==> src/rtl/mem_lsu.sv <==
// Load/store unit driving one 32-bit data-memory port; word-crossing accesses take two beats.
// Define LSU_MISALIGN_EN to let misaligned half/word accesses proceed instead of erroring.
module mem_lsu #(
    parameter int unsigned ADDR_WIDTH     = 10,
    parameter int unsigned DATA_WIDTH     = 32,
    parameter int unsigned TRANSFER_WIDTH = 4
) (
    input  logic                      clk,
    input  logic                      rst,
    input  logic                      req_valid_i,
    output logic                      req_ready_o,
    input  logic                      req_we_i,
    input  logic [1:0]                req_size_i,
    input  logic                      req_unsigned_i,
    input  logic [ADDR_WIDTH-1:0]     req_addr_i,
    input  logic [31:0]               req_wdata_i,
    output logic                      rsp_valid_o,
    output logic [31:0]               rsp_rdata_o,
    output logic                      rsp_err_o,
    output logic [ADDR_WIDTH-1:0]     mem_addr_o,
    output logic                      mem_we_o,
    output logic [DATA_WIDTH-1:0]     mem_data_o,
    output logic [TRANSFER_WIDTH-1:0] mem_transfer_o,
    input  logic [DATA_WIDTH-1:0]     mem_data_i
);

    typedef enum logic [1:0] {StIdle, StAcc1, StAcc2, StResp} state_e;

    state_e                state_q, state_d;
    logic                  we_q, we_d;
    logic [1:0]            size_q, size_d;
    logic                  uns_q, uns_d;
    logic [ADDR_WIDTH-1:0] addr_q, addr_d;
    logic [31:0]           wdata_q, wdata_d;
    logic [31:0]           rd0_q, rd0_d;
    logic [31:0]           rsp_rdata_q, rsp_rdata_d;
    logic                  rsp_err_q, rsp_err_d;

    logic                  misalign_err;
    logic                  req_err;
    logic [1:0]            off;
    logic [2:0]            nbytes;
    logic [3:0]            mask_n;
    logic [7:0]            lane_mask;
    logic                  split;
    logic [31:0]           wdata_rot;
    logic [31:0]           lo_word;
    logic [63:0]           pair_shr;
    logic [31:0]           raw;
    logic [31:0]           load_val;
    logic [ADDR_WIDTH-1:0] word_addr;
    logic [ADDR_WIDTH-1:0] mem_addr_c;
    logic                  mem_we_c;
    logic [31:0]           mem_data_c;
    logic [3:0]            mem_transfer_c;

`ifdef LSU_MISALIGN_EN
    assign misalign_err = 1'b0;
`else
    assign misalign_err = (req_size_i == 2'b01 && req_addr_i[0]) ||
                          (req_size_i == 2'b10 && req_addr_i[1:0] != 2'b00);
`endif
    assign req_err = (req_size_i == 2'b11) || misalign_err;

    assign off       = addr_q[1:0];
    assign word_addr = {addr_q[ADDR_WIDTH-1:2], 2'b00};

    always_comb begin
        nbytes = 3'd4;
        mask_n = 4'b1111;
        unique case (size_q)
            2'b00:   begin nbytes = 3'd1; mask_n = 4'b0001; end
            2'b01:   begin nbytes = 3'd2; mask_n = 4'b0011; end
            default: begin nbytes = 3'd4; mask_n = 4'b1111; end
        endcase
    end

    assign split     = ({1'b0, off} + nbytes) > 3'd4;
    // Low nibble: lanes of the first word; high nibble: lanes spilling into the next word.
    assign lane_mask = {4'b0000, mask_n} << off;

    always_comb begin
        wdata_rot = wdata_q;
        unique case (off)
            2'd0: wdata_rot = wdata_q;
            2'd1: wdata_rot = {wdata_q[23:0], wdata_q[31:24]};
            2'd2: wdata_rot = {wdata_q[15:0], wdata_q[31:16]};
            2'd3: wdata_rot = {wdata_q[7:0],  wdata_q[31:8]};
            default: wdata_rot = wdata_q;
        endcase
    end

    // Bytes in address order: first word in the low half, second word in the high half.
    assign lo_word  = (state_q == StAcc2) ? rd0_q : mem_data_i[31:0];
    assign pair_shr = {mem_data_i[31:0], lo_word} >> {off, 3'b000};
    assign raw      = pair_shr[31:0];

    always_comb begin
        load_val = raw;
        unique case (size_q)
            2'b00:   load_val = uns_q ? {24'h0, raw[7:0]} : {{24{raw[7]}}, raw[7:0]};
            2'b01:   load_val = uns_q ? {16'h0, raw[15:0]} : {{16{raw[15]}}, raw[15:0]};
            default: load_val = raw;
        endcase
    end

    always_comb begin
        state_d        = state_q;
        we_d           = we_q;
        size_d         = size_q;
        uns_d          = uns_q;
        addr_d         = addr_q;
        wdata_d        = wdata_q;
        rd0_d          = rd0_q;
        rsp_rdata_d    = rsp_rdata_q;
        rsp_err_d      = rsp_err_q;
        req_ready_o    = 1'b0;
        rsp_valid_o    = 1'b0;
        mem_addr_c     = '0;
        mem_we_c       = 1'b0;
        mem_data_c     = 32'h0;
        mem_transfer_c = 4'b0000;
        unique case (state_q)
            StIdle: begin
                req_ready_o = 1'b1;
                if (req_valid_i) begin
                    we_d    = req_we_i;
                    size_d  = req_size_i;
                    uns_d   = req_unsigned_i;
                    addr_d  = req_addr_i;
                    wdata_d = req_wdata_i;
                    if (req_err) begin
                        state_d     = StResp;
                        rsp_err_d   = 1'b1;
                        rsp_rdata_d = 32'h0;
                    end else begin
                        state_d = StAcc1;
                    end
                end
            end
            StAcc1: begin
                mem_addr_c     = word_addr;
                mem_we_c       = we_q;
                mem_data_c     = we_q ? wdata_rot : 32'h0;
                mem_transfer_c = we_q ? lane_mask[3:0] : 4'b0000;
                rd0_d          = mem_data_i[31:0];
                if (split) begin
                    state_d = StAcc2;
                end else begin
                    state_d     = StResp;
                    rsp_err_d   = 1'b0;
                    rsp_rdata_d = we_q ? 32'h0 : load_val;
                end
            end
            StAcc2: begin
                mem_addr_c     = word_addr + ADDR_WIDTH'(4);
                mem_we_c       = we_q;
                mem_data_c     = we_q ? wdata_rot : 32'h0;
                mem_transfer_c = we_q ? lane_mask[7:4] : 4'b0000;
                state_d        = StResp;
                rsp_err_d      = 1'b0;
                rsp_rdata_d    = we_q ? 32'h0 : load_val;
            end
            StResp: begin
                rsp_valid_o = 1'b1;
                state_d     = StIdle;
            end
            default: state_d = StIdle;
        endcase
    end

    // Reset also blanks the port so an abandoned beat never reaches the memory.
    assign mem_addr_o     = rst ? '0 : mem_addr_c;
    assign mem_we_o       = mem_we_c & ~rst;
    assign mem_data_o     = rst ? '0 : mem_data_c;
    assign mem_transfer_o = rst ? '0 : mem_transfer_c;
    assign rsp_rdata_o    = rsp_rdata_q;
    assign rsp_err_o      = rsp_err_q;

    always_ff @(posedge clk) begin
        if (rst) begin
            state_q     <= StIdle;
            we_q        <= 1'b0;
            size_q      <= 2'b00;
            uns_q       <= 1'b0;
            addr_q      <= '0;
            wdata_q     <= 32'h0;
            rd0_q       <= 32'h0;
            rsp_rdata_q <= 32'h0;
            rsp_err_q   <= 1'b0;
        end else begin
            state_q     <= state_d;
            we_q        <= we_d;
            size_q      <= size_d;
            uns_q       <= uns_d;
            addr_q      <= addr_d;
            wdata_q     <= wdata_d;
            rd0_q       <= rd0_d;
            rsp_rdata_q <= rsp_rdata_d;
            rsp_err_q   <= rsp_err_d;
        end
    end

endmodule

==> config.mk <==
export PLATFORM = sky130hd
export DESIGN_NAME = mem_lsu
export DESIGN_NICKNAME = d
export VERILOG_FILES = /design/src/rtl/mem_lsu.sv
export SDC_FILE = /design/constraint.sdc
export NUM_CORES = 1
export LEC_CHECK = 0
export CORE_UTILIZATION = 40
export DETAILED_ROUTE_END_ITERATION = 16
export GPL_TIMING_DRIVEN = 0
export PLACE_DENSITY_LB_ADDON = 0.12
export SLEW_MARGIN = 30
export SYNTH_ARGS = -nofsm -noshare
export SYNTH_HDL_FRONTEND = slang
export SYNTH_SLANG_ARGS = --single-unit
==> constraint.sdc <==
create_clock -name clk -period 3.73 [get_ports clk]
set_clock_uncertainty 0.1 [all_clocks]
set_input_delay 0.746 -clock clk [delete_from_list [all_inputs] [get_ports clk]]
set_output_delay 0.746 -clock clk [all_outputs]
set_load 0.02 [all_outputs]
==> flow_summary.toml, run 1 <==
[placed_design]
dp.cells = 1119
gp_congestion = 0.922
place_area_sq_mm = 0.00870
hpwl_mm = 16.4
port_buffers = 160

[synthesis]
synth_xor_area_share_pct = 0.128
synthSimpleGateAreaFrac_pct = 16.9
yosysTopAreaCell = "dfxtp_1"
synth-async-reset-ratio_pct = 0
synth_common_cells = "nand2_1 (130), dfxtp_1 (113), a21oi_1 (65)"
synth_most_common_cell = "nand2_1"
synth_area_leaders = "dfxtp_1 (33%), mux4_2 (16%), mux2i_1 (8.5%), nand2_1 (7.2%), a21oi_1 (4.8%)"
synth_top_area_share_pct = 33.1
synth_compound_area_share_pct = 13.5
yosys.area_share.adder_pct = 1.76
post_synth.cell_area_avg_sq_um = 9.25
ys_seq_area_share_pct = 33.1
synth_cells = 738
synth_edf_count = 0
synth-seq-cells = 113
synth-main-ff-cell = "dfxtp_1"
synth_cell_types = 54
yosysWarnings = 0
syn_area_sq_mm = 0.00682
muxShareOfSynthArea_pct = 27.0
synth_top_family_by_area = "multiplexers"

[die]
placementRows = 47
die-width_microns = 133
core_area_sq_mm = 0.0166
initial_core_util_pct = 41.0
dieArea_sq_mm = 0.0176
ios = 163
die_y_microns = 133

[drt]
drtPass1Iterations = 6
via_count = 6454
drc = 0
wl_per_cell_microns = 19.3
drtIter0Drc = 573
routed_via_density = 5.62
drt_wl_total_mm = 22.2
ant_nets = 0

[global_route]
antenna_found_initial = 0
grt_max_degree = 20
grt_pass1_vias = 6054
gr-total-overflow = 0
grt_pass1_wl_mm = 34.3
track_usage_pct = 25.7

[clock_tree]
cts_made_buffers = 17
cts.clk_slew.worst_paths_ns = 0.05
cts.path.max_buffers = 2
cts_root_buf = "clkbuf_16"
numClockSinks = 113
clk_latency_ns = 0.42
htree_levels = 4
cts_tree = "built"

[setup_path]
crit_type = "in -> out"
arrival_ns = 2.82
crit_path_end_kind = "output pin"
cp_max_fo = 10
start_kind = "primary input"
worst_ep_required_time_ns = 2.88

[sta]
setup_violations = 0
post-route-period-util_pct = 98.2
rsz0062_at_grt = "false"
worst_pin_slew_ns = 0.806
slew_violations = 0
fin_crit_ns = 3.66
fmax_mhz = 273
tns_ns = 0
hold_viol_final = 0
relSlewSlack_pct = 46.3

[cells_and_area]
drive_gt1_share_pct = 14.9
final_area_sq_mm = 0.00930
n_antenna_cell = 0
final_nets = 1007
syn_to_final_growth_pct = 36.3
layout.cells.non_filler = 1149

[outcome]
outcome = "finished, final reports clean"

[power_and_ir_drop]
total_power_mw = 6.26
power_density_mw_per_mm2 = 674
leakage_nw = 3.54
peakVddDrop_mv = 0.457

[worst_hold_path]
hp-class = "reg -> reg"

[job]
max_cap_violations = 0
per-layer routing:
metal	up-vias	global-route usage (%)	part of all wire, %
met5	-	0	0
met4	0	8.75	1.7
met3	30	5.94	8.6
met2	309	38.9	45
met1	3089	36.0	45
li1	3026	-	-
sequential cells by signal, summed over array words and instances (netlist names):
name	flops
rd0_q	32
wdata_q	32
size_q	2
addr_q	10
uns_q	1
rsp_rdata_o	32
rsp_err_o	1
state_q	2
we_q	1
layout make-up:
| cell class | instances | area (sq um) |
|---|---|---|
| fillers | 1547 | 7340 |
| well taps | 220 | 275 |
| clock buffers | 21 | 450 |
| inverters | 21 | 78.8 |
| repair buffers | 162 | 1610 |
| plain buffers | 69 | 438 |
| multi-input cells | 533 | 4070 |
| flip-flops and latches | 113 | 2260 |
| clock inverters | 10 | 113 |
through the flow:
stage,hold slack (ns),util [%],setup WS [ns]
2_1_floorplan,0.349,-,0.499
3_3_place_gp,0.369,52.3,-0.461
3_5_place_dp,0.376,52.3,-0.445
4_1_cts,0.388,55.8,0.0923
5_1_grt,0.399,55.9,0.00769
6_report,0.384,55.9,0.0655
logic make-up (layout without fill, tap and decap cells):
kind of cell               count (synthesis)  count (layout)
DFF                                      113             113
xor gates and xnor gates                   1               1
other                                      1               2
and+or+nand+nor                          257             257
muxes                                    117             117
adders and majority gates                  9               9
buffers and inverters                     93             283
AOI/OAI and AO/OA                        147             147
power breakdown:
part	switching [mW]	total [mW]	internal, mW
Combinational	1.70	3.01	1.31
Sequential	0.206	1.69	1.48
Clock	0.573	1.56	0.991
worst paths after layout:
kind	start	endpoint	slack, ns	cells past startpoint
worst max-delay path	rst	mem_data_o[4]	0.07	6
worst min-delay path	addr_q[9]	addr_q[9]	0.38	2
worst max register to register	size_q[1]	rsp_rdata_o[28]	0.34	14
worst min register to register	addr_q[9]	addr_q[9]	0.38	2
cell usage in the layout, fill, tap and decap left out, drive strengths merged, types with 10 or more instances in the layout:
| master | netlist | routed |
|---|---|---|
| nor2 | 56 | 56 |
| a221o | 16 | 16 |
| clkbuf | 49 | 68 |
| buf | 23 | 23 |
| a21oi | 66 | 66 |
| o21ai | 33 | 33 |
| a22oi | 10 | 10 |
| mux4 | 51 | 51 |
| nor3 | 15 | 15 |
| nand2 | 130 | 130 |
| inv | 19 | 19 |
| clkdlybuf4s50 | 0 | 153 |
| mux2i | 58 | 58 |
| dfxtp | 113 | 113 |
| and3 | 34 | 34 |
worst max-delay path, stage by stage:
cell and delay [ns]:
clkdlybuf4s50_1 0.48, buf_6 0.18, nor2b_2 0.25, clkbuf_2 0.30, and3_1 0.24, clkdlybuf4s50_1 0.61
timing repair:
item / in CTS / in global routing
gates resized for setup: 24 / 1
buffers inserted: 0 / 2
pin swaps: 0 / 1
setup endpoints to repair: 42 / 2
hold buffers: 0 / 0
Note: power is estimated with default switching activity, not from simulation.
==> inputs of run 2 (changes only) <==
--- a/config.mk
+++ b/config.mk
@@ -9,6 +9,7 @@
 export DETAILED_ROUTE_END_ITERATION = 16
 export GPL_TIMING_DRIVEN = 0
 export PLACE_DENSITY_LB_ADDON = 0.12
+export SKIP_CTS_REPAIR_TIMING = 1
 export SLEW_MARGIN = 30
 export SYNTH_ARGS = -nofsm -noshare
 export SYNTH_HDL_FRONTEND = slang
==> run 2 against run 1 <==
  * Final cell count about the same
  * Combinational power about the same
  * Count of clock-buffer cells in the layout unchanged
  * Utilization up 0.15 points
  * Clock power about the same
  * Sequential cell count unchanged
  * Setup slack worse by 0.0023 ns
  * Via count up 0.87%
  * Largest cell class unchanged
  * Largest power group unchanged
  * Highest routed layer unchanged
==> flow_summary.toml, run 2 (synthesis results as in run 1) <==
[clock_tree]
cts_made_buffers = 17
clk_latency_ns = 0.42
numClockSinks = 113
cts.clk_slew.worst_paths_ns = 0.05
cts_tree = "built"
cts.path.max_buffers = 2
cts_root_buf = "clkbuf_16"
htree_levels = 4

[cells_and_area]
n_antenna_cell = 0
drive_gt1_share_pct = 15.1
layout_commonest_cell = "clkdlybuf4s50_1"
fillers = 1547
final_nets = 1008
syn_to_final_growth_pct = 36.6
layout.cells.non_filler = 1150
final_cell_mix = "clkdlybuf4s50_1 (153), nand2_1 (130), dfxtp_1 (113)"

[setup_path]
startpoint = "rst"
slowest_stage = "clkdlybuf4s50_1"
worst_r2r_endpoint = "rsp_rdata_o[28]"
arrival_ns = 2.82
path_common_cell = "clkdlybuf4s50_1"
cp_cell_sequence = "clkdlybuf4s50_1 > buf_6 > nor2b_2 > clkbuf_2 > and3_1 > clkdlybuf4s50_1"
cp_max_fo = 10
start_kind = "primary input"
endpoint = "mem_data_o[12]"
r2r_setup_slack_ns = 0.32
worstRegToRegCells = 14
worst_ep_required_time_ns = 2.88
crit_path_end_kind = "output pin"
crit_type = "in -> out"
rr_startpoint = "size_q[1]"
cpPeakStageDelay_ns = 0.63

[drt]
drtIter0Drc = 566
via_count = 6510
wl_per_cell_microns = 19.3
drt_wl_total_mm = 22.2
routed_via_density = 5.66
drtPass1Iterations = 5
drc = 0
ant_nets = 0

[global_route]
grt_pass1_wl_mm = 34.4
track_usage_pct = 25.8
grtUsageMet2_pct = 38.9
grt_max_degree = 17
met1_usage_pct = 36.4
grt_pass1_vias = 6083
antenna_found_initial = 0
grt_busiest_layer = "met2"
gr-total-overflow = 0
grt_use_met3_pct = 5.67

[sta]
hold_ws_ns = 0.385
post-route-period-util_pct = 98.3
relSlewSlack_pct = 46.5
worst_pin_slew_ns = 0.802
setup_violations = 0
slew_violations = 0
fmax_mhz = 273
tns_ns = 0
hold_viol_final = 0
fin_crit_ns = 3.67
rsz0062_at_grt = "false"

[die]
die_y_microns = 133
dieArea_sq_mm = 0.0176
die-width_microns = 133
ios = 163
initial_core_util_pct = 41.0
placementRows = 47
core_area_sq_mm = 0.0166

[outcome]
outcome = "finished, final reports clean"

[placed_design]
gp_congestion = 0.922
port_buffers = 160
dp.cells = 1119
hpwl_mm = 16.4

[power_and_ir_drop]
peakVddDrop_mv = 0.457
leakage_nw = 3.63
power_density_mw_per_mm2 = 672
total_power_mw = 6.27

[worst_hold_path]
hp-class = "reg -> reg"

[job]
max_cap_violations = 0
==> run 2: worst min path at each step <==
stage	slack, ns	to	depth (start not counted)	startpoint
after global placement	0.37	rd0_q[30]	2	rd0_q[30]
after global routing	0.40	rsp_rdata_o[17]	1	rsp_rdata_o[17]
after detailed placement	0.38	rsp_rdata_o[31]	1	rsp_rdata_o[31]
final	0.38	addr_q[9]	2	addr_q[9]
after floorplan	0.35	addr_q[9]	2	addr_q[9]
after CTS	0.39	rsp_rdata_o[17]	1	rsp_rdata_o[17]
==> run 2: area by class of cell <==
cell class	count	area [sq um]	area share, %
inverters	21	82.6	0.886
flip-flops and latches	113	2260	24.3
well taps	220	275	2.95
repair buffers	162	1630	17.5
clock inverters	10	113	1.21
clock buffers	21	450	4.83
multi-input cells	533	4070	43.7
plain buffers	70	437	4.68
==> run 2: stage by stage <==
step           area, sq um  setup WS [ns]  utilization [%]
2_1_floorplan         6830          0.499                -
3_3_place_gp          8700         -0.461             52.3
3_5_place_dp          8700         -0.445             52.3
4_1_cts               9270         -0.609             55.7
5_1_grt               9320        0.00152             56.0
6_report              9320         0.0631             56.0
==> run 2: power breakdown <==
part           total, mW  switching, mW  internal, mW
combinational       3.02           1.70          1.31
clock               1.57          0.575         0.991
sequential          1.69          0.206          1.48
==> run 2: worst max-delay path, delay by kind of cell <==
| family | cells | cell delay (ns) |
|---|---|---|
| buffers and inverters | 4 | 1.57 |
| AND/OR/NAND/NOR | 2 | 0.51 |
==> run 2: layer usage <==
| metal | vias up | wire length, microns |
|---|---|---|
| met2 | 330 | 9920 |
| met5 | - | 0 |
| li1 | 3026 | - |
| met1 | 3115 | 9830 |
| met4 | 0 | 454 |
| met3 | 39 | 1960 |
==> edit 1: new RTL, config.mk and constraints of run 1 <==
The option `LSU_MISALIGN_EN` is turned on by a define.
--- a/src/rtl/mem_lsu.sv
+++ b/src/rtl/mem_lsu.sv
@@ -1,5 +1,7 @@
 // Load/store unit driving one 32-bit data-memory port; word-crossing accesses take two beats.
 // Define LSU_MISALIGN_EN to let misaligned half/word accesses proceed instead of erroring.
+`define LSU_MISALIGN_EN
+
 module mem_lsu #(
     parameter int unsigned ADDR_WIDTH     = 10,
     parameter int unsigned DATA_WIDTH     = 32,
Check against the original RTL: not equivalent (Yosys sat finds a counterexample within 4 cycles, from zero or initial values and one cycle with rst high).
==> edit 1 against run 1 <==
Routed wire length shrank 0.31%. Fmax grew 1.8%. Global-route usage rose by 0.41 points. Cell area decreased by 0.52%. Final cell count grew 0.70%. Synthesized area shrank 1.9%. Sequential cell count is the same. Worst setup slack improved by 65 ps.
Power is not compared: it rests on default switching activity, and its combinational part moved more than twofold at a synthesized area within 25%.
==> edit 1: results <==
set metrics [dict create \
    num-nets-final 1018 \
    fin_util_pct 57.40 \
    cts_setup_buffers 0 \
    met1_usage_pct 38.23 \
    ys_types 47 \
    cpMaxStageDelayCell "clkdlybuf4s50_1" \
    p_leak_nw 3.508 \
    globalRouteMet3Util_pct 5.671 \
    buffers_excl_clock 227 \
    cts_resized 17 \
    bufAreaShareNonClock_pct 20.94 \
    syn_inst 750 \
    drt-wirelength-per-cell_microns 19.11 \
    vdd_drop_max_mv 0.3782 \
    nClkBuffers 22 \
    dr_total_vias 6496 \
    wl_met3_mm 1.639 \
    ys_seq_area_share_pct 33.78 \
    root_buffer "clkbuf_16" \
    met1_length_mm 10.45 \
    grt_usage_pct 26.12 \
    inv_count 9 \
    dp.cells 1127 \
    synth_area_leaders "dfxtp_1, mux4_2, mux2i_1, nand2_1, a21oi_1" \
    hold_path_class "reg -> reg" \
    ys_async_sr_fraction_pct 0 \
    setup_slack_ps 130.6 \
    gp_congestion 0.8807 \
    drive_gt1_share_pct 13.82 \
    arrival_ps 2750 \
    yosys-top-cells-count "nand2_1, dfxtp_1, a21oi_1, nor2_1, mux2i_1" \
    multi_input_cells 560 \
    seq_cell_count 113 \
    cp_max_fo 17 \
    met2_length_mm 9.688 \
    n_fill_cell 1496 \
    relSlewSlack_pct 38.39 \
    place_area_sq_um 8572 \
    use_met2_pct 37.83 \
    status "complete, no violations" \
    dieWidth_microns 131.4 \
    critPathMaxStageDelay_ps 640 \
    multi_input_area_share_pct 44.33 \
    first_pass_iters 7 \
    hpwlAfterDp_mm 16.27 \
    place_ws_ps -323.6 \
    clkLatencyLatePin_ps 430 \
    drt_iter0_drc 485 \
    grt_pass1_vias 6042 \
    top_layer "met4" \
    clock_area_share_pct 6.980 \
    wirelength_mm 22.11 \
    grt_pass1_wl_mm 34.49 \
]
[edit 1: changes by cell type after synthesis, moves of 10 or more]
cell,before,now
nor3_1,15,2
mux2_2,5,17
o21ai_0,32,21
inv_1,19,8
buf_2,4,20
a21oi_1,65,75
[edit 1: power groups by stage]
stage          combinational, W  clock, W  sequential [W]
2_1_floorplan          0.000851         0         0.00148
3_3_place_gp            0.00135         0         0.00146
3_5_place_dp            0.00136         0         0.00147
4_1_cts                 0.00137   0.00183         0.00144
5_1_grt                 0.00149   0.00188         0.00146
6_report                0.00138   0.00181         0.00145
[edit 1: worst paths after layout]
| check | startpoint | endpoint | slack, ps | depth (start not counted) |
|---|---|---|---|---|
| max | state_q[0]$_SDFFE_PP0N_ | mem_addr_o[4] | 130 | 8 |
| min reg2reg | rsp_rdata_o[3]$_SDFFE_PP0P_ | rsp_rdata_o[3]$_SDFFE_PP0P_ | 360 | 2 |
| min | rsp_rdata_o[3]$_SDFFE_PP0P_ | rsp_rdata_o[3]$_SDFFE_PP0P_ | 360 | 2 |
| max reg2reg | addr_q[1]$_SDFFE_PP0P_ | rsp_rdata_o[23]$_SDFFE_PP0P_ | 230 | 11 |
[edit 1: critical path: cells and delay by family, from the launching register on]
family | cells | cell delay, ps
adders and majority gates | 1 | 200
AOI/OAI and AO/OA | 1 | 190
buffers and inverters | 5 | 1480
and+or+nand+nor | 1 | 100
DFF | 1 | 340
[edit 1: logic make-up after synthesis]
logic type               synth area share (%)
AND/OR/NAND/NOR                         17.68
adder cells (fa/ha/maj)                 1.794
multiplexers                            24.98
XOR/XNOR                               0.1308
AO/OA/AOI/OAI                           16.33
flip-flops                              33.78
buffers and inverters                   5.250
other                                 0.05600
==> edit 2: new RTL, config.mk and constraints of run 1 <==
Made on the original files. Put one more register stage on the output `rsp_err_o`. The value now appears one clock later. The other outputs are not delayed to match.
--- a/src/rtl/mem_lsu.sv
+++ b/src/rtl/mem_lsu.sv
@@ -175,7 +175,9 @@
     assign mem_data_o     = rst ? '0 : mem_data_c;
     assign mem_transfer_o = rst ? '0 : mem_transfer_c;
     assign rsp_rdata_o    = rsp_rdata_q;
-    assign rsp_err_o      = rsp_err_q;
+    always_ff @(posedge clk) begin
+        rsp_err_o <= rsp_err_q;
+    end
 
     always_ff @(posedge clk) begin
         if (rst) begin
Function: changed (Yosys sat finds a counterexample within 4 cycles, from zero or initial values and one cycle with rst high).
==> edit 2 against run 1 <==
Combinational power about the same. Register-to-register slack lost 40 ps. Routed wire length grew 0.57%. Synthesized cell count increased by 0.14%. Synthesized area grew 0.29%. Via count grew 0.74%. Worst setup slack gained 27 ps. Die area grew 0.29%. Global-route usage down 0.11 points. Sequential cell count grew 1. Cell area increased by 0.40%. Total power up 1.8%.
==> edit 2: results <==
set metrics [dict create \
    critPathMaxStageDelay_ps 620 \
    setup_slack_ps 92.73 \
    holdWs_ps 267.1 \
    arrival_ps 2790 \
    num-nets-final 1007 \
    antennaDiodeCount 0 \
    met2_length_mm 10.33 \
    hold_path_class "reg -> reg" \
    clkLatencyLatePin_ps 420 \
    holdPathStages 0 \
    drt-wirelength-per-cell_microns 19.40 \
    globalRouteMet3Util_pct 4.176 \
    met1_usage_pct 36.31 \
    gp_congestion 0.8666 \
    yosys-top-cells-count "nand2_1, dfxtp_1, a21oi_1, mux2i_1, nor2_1" \
    setup.worst_path.end "mem_data_o[11]" \
    hpwlAfterDp_mm 16.66 \
    first_pass_iters 5 \
    ys_seq_area_share_pct 33.35 \
    r2r_end "rsp_rdata_o[25]$_SDFFE_PP0P_" \
    min_to "rsp_err_o$_DFF_P_" \
    crit_family "buffers and inverters" \
    grt_pass1_wl_mm 34.22 \
    dr_total_vias 6502 \
    min_from "rsp_err_q$_SDFFE_PP0P_" \
    synth_area_leaders "dfxtp_1, mux4_2, mux2i_1, nand2_1, a21oi_1" \
    viasPerCell 5.654 \
    vdd_drop_max_mv 0.3998 \
    relSlewSlack_pct 44.63 \
    syn_inst 739 \
    p_sw_share_pct 39.09 \
    drive_gt1_share_pct 14.95 \
    numCtsBuffers 17 \
    top_layer "met4" \
    met1_length_mm 10.09 \
    p_leak_nw 3.548 \
    grt_pass1_vias 6125 \
    antenna_found_initial 0 \
    place_ws_ps -431.6 \
    wl_met3_mm 1.526 \
    r2r_slack_ps 300 \
    place_area_sq_um 8725 \
    status "complete, no violations" \
    cpMaxStageDelayCell "clkdlybuf4s50_1" \
    startpoint "rst" \
    grt_usage_pct 25.60 \
    ys_async_sr_fraction_pct 0 \
    dp.cells 1120 \
    drt_iter0_drc 593 \
    yosys_warnings 0 \
    use_met2_pct 39.85 \
    root_buffer "clkbuf_16" \
]
## edit 2: power by group through the flow
stage	clock network, W	registers (W)	logic, W
after CTS	0.00167	0.00169	0.00298
after detailed placement	0	0.00172	0.00297
after global placement	0	0.00171	0.00295
after global routing	0.00174	0.00173	0.00324
final	0.00166	0.00170	0.00302
after floorplan	0	0.00179	0.00193
## edit 2: cells by family after synthesis
group	synth area share [%]
compound gates	13.51
other cells	0.05479
buf+inv	7.368
fa+ha+maj	1.755
xor+xnor	0.1280
simple gates	16.89
flops	33.35
mux	26.95
## edit 2: layout make-up
cell class / instances / area (sq um)
Buffer: 69 / 432.9
Clock buffer: 22 / 464.2
Clock inverter: 10 / 132.6
Fill cell: 1517 / 7306
Inverter: 21 / 78.83
Multi-Input combinational cell: 533 / 4070
Sequential cell: 114 / 2282
Tap cell: 220 / 275.3
Timing Repair Buffer: 161 / 1600
## edit 2: what timing repair did
item | CTS | global route
gates resized for setup | 21 | 7
endpoints found under the setup margin | 51 | 24
pin swaps | 0 | 1
setup buffers | 0 | 1
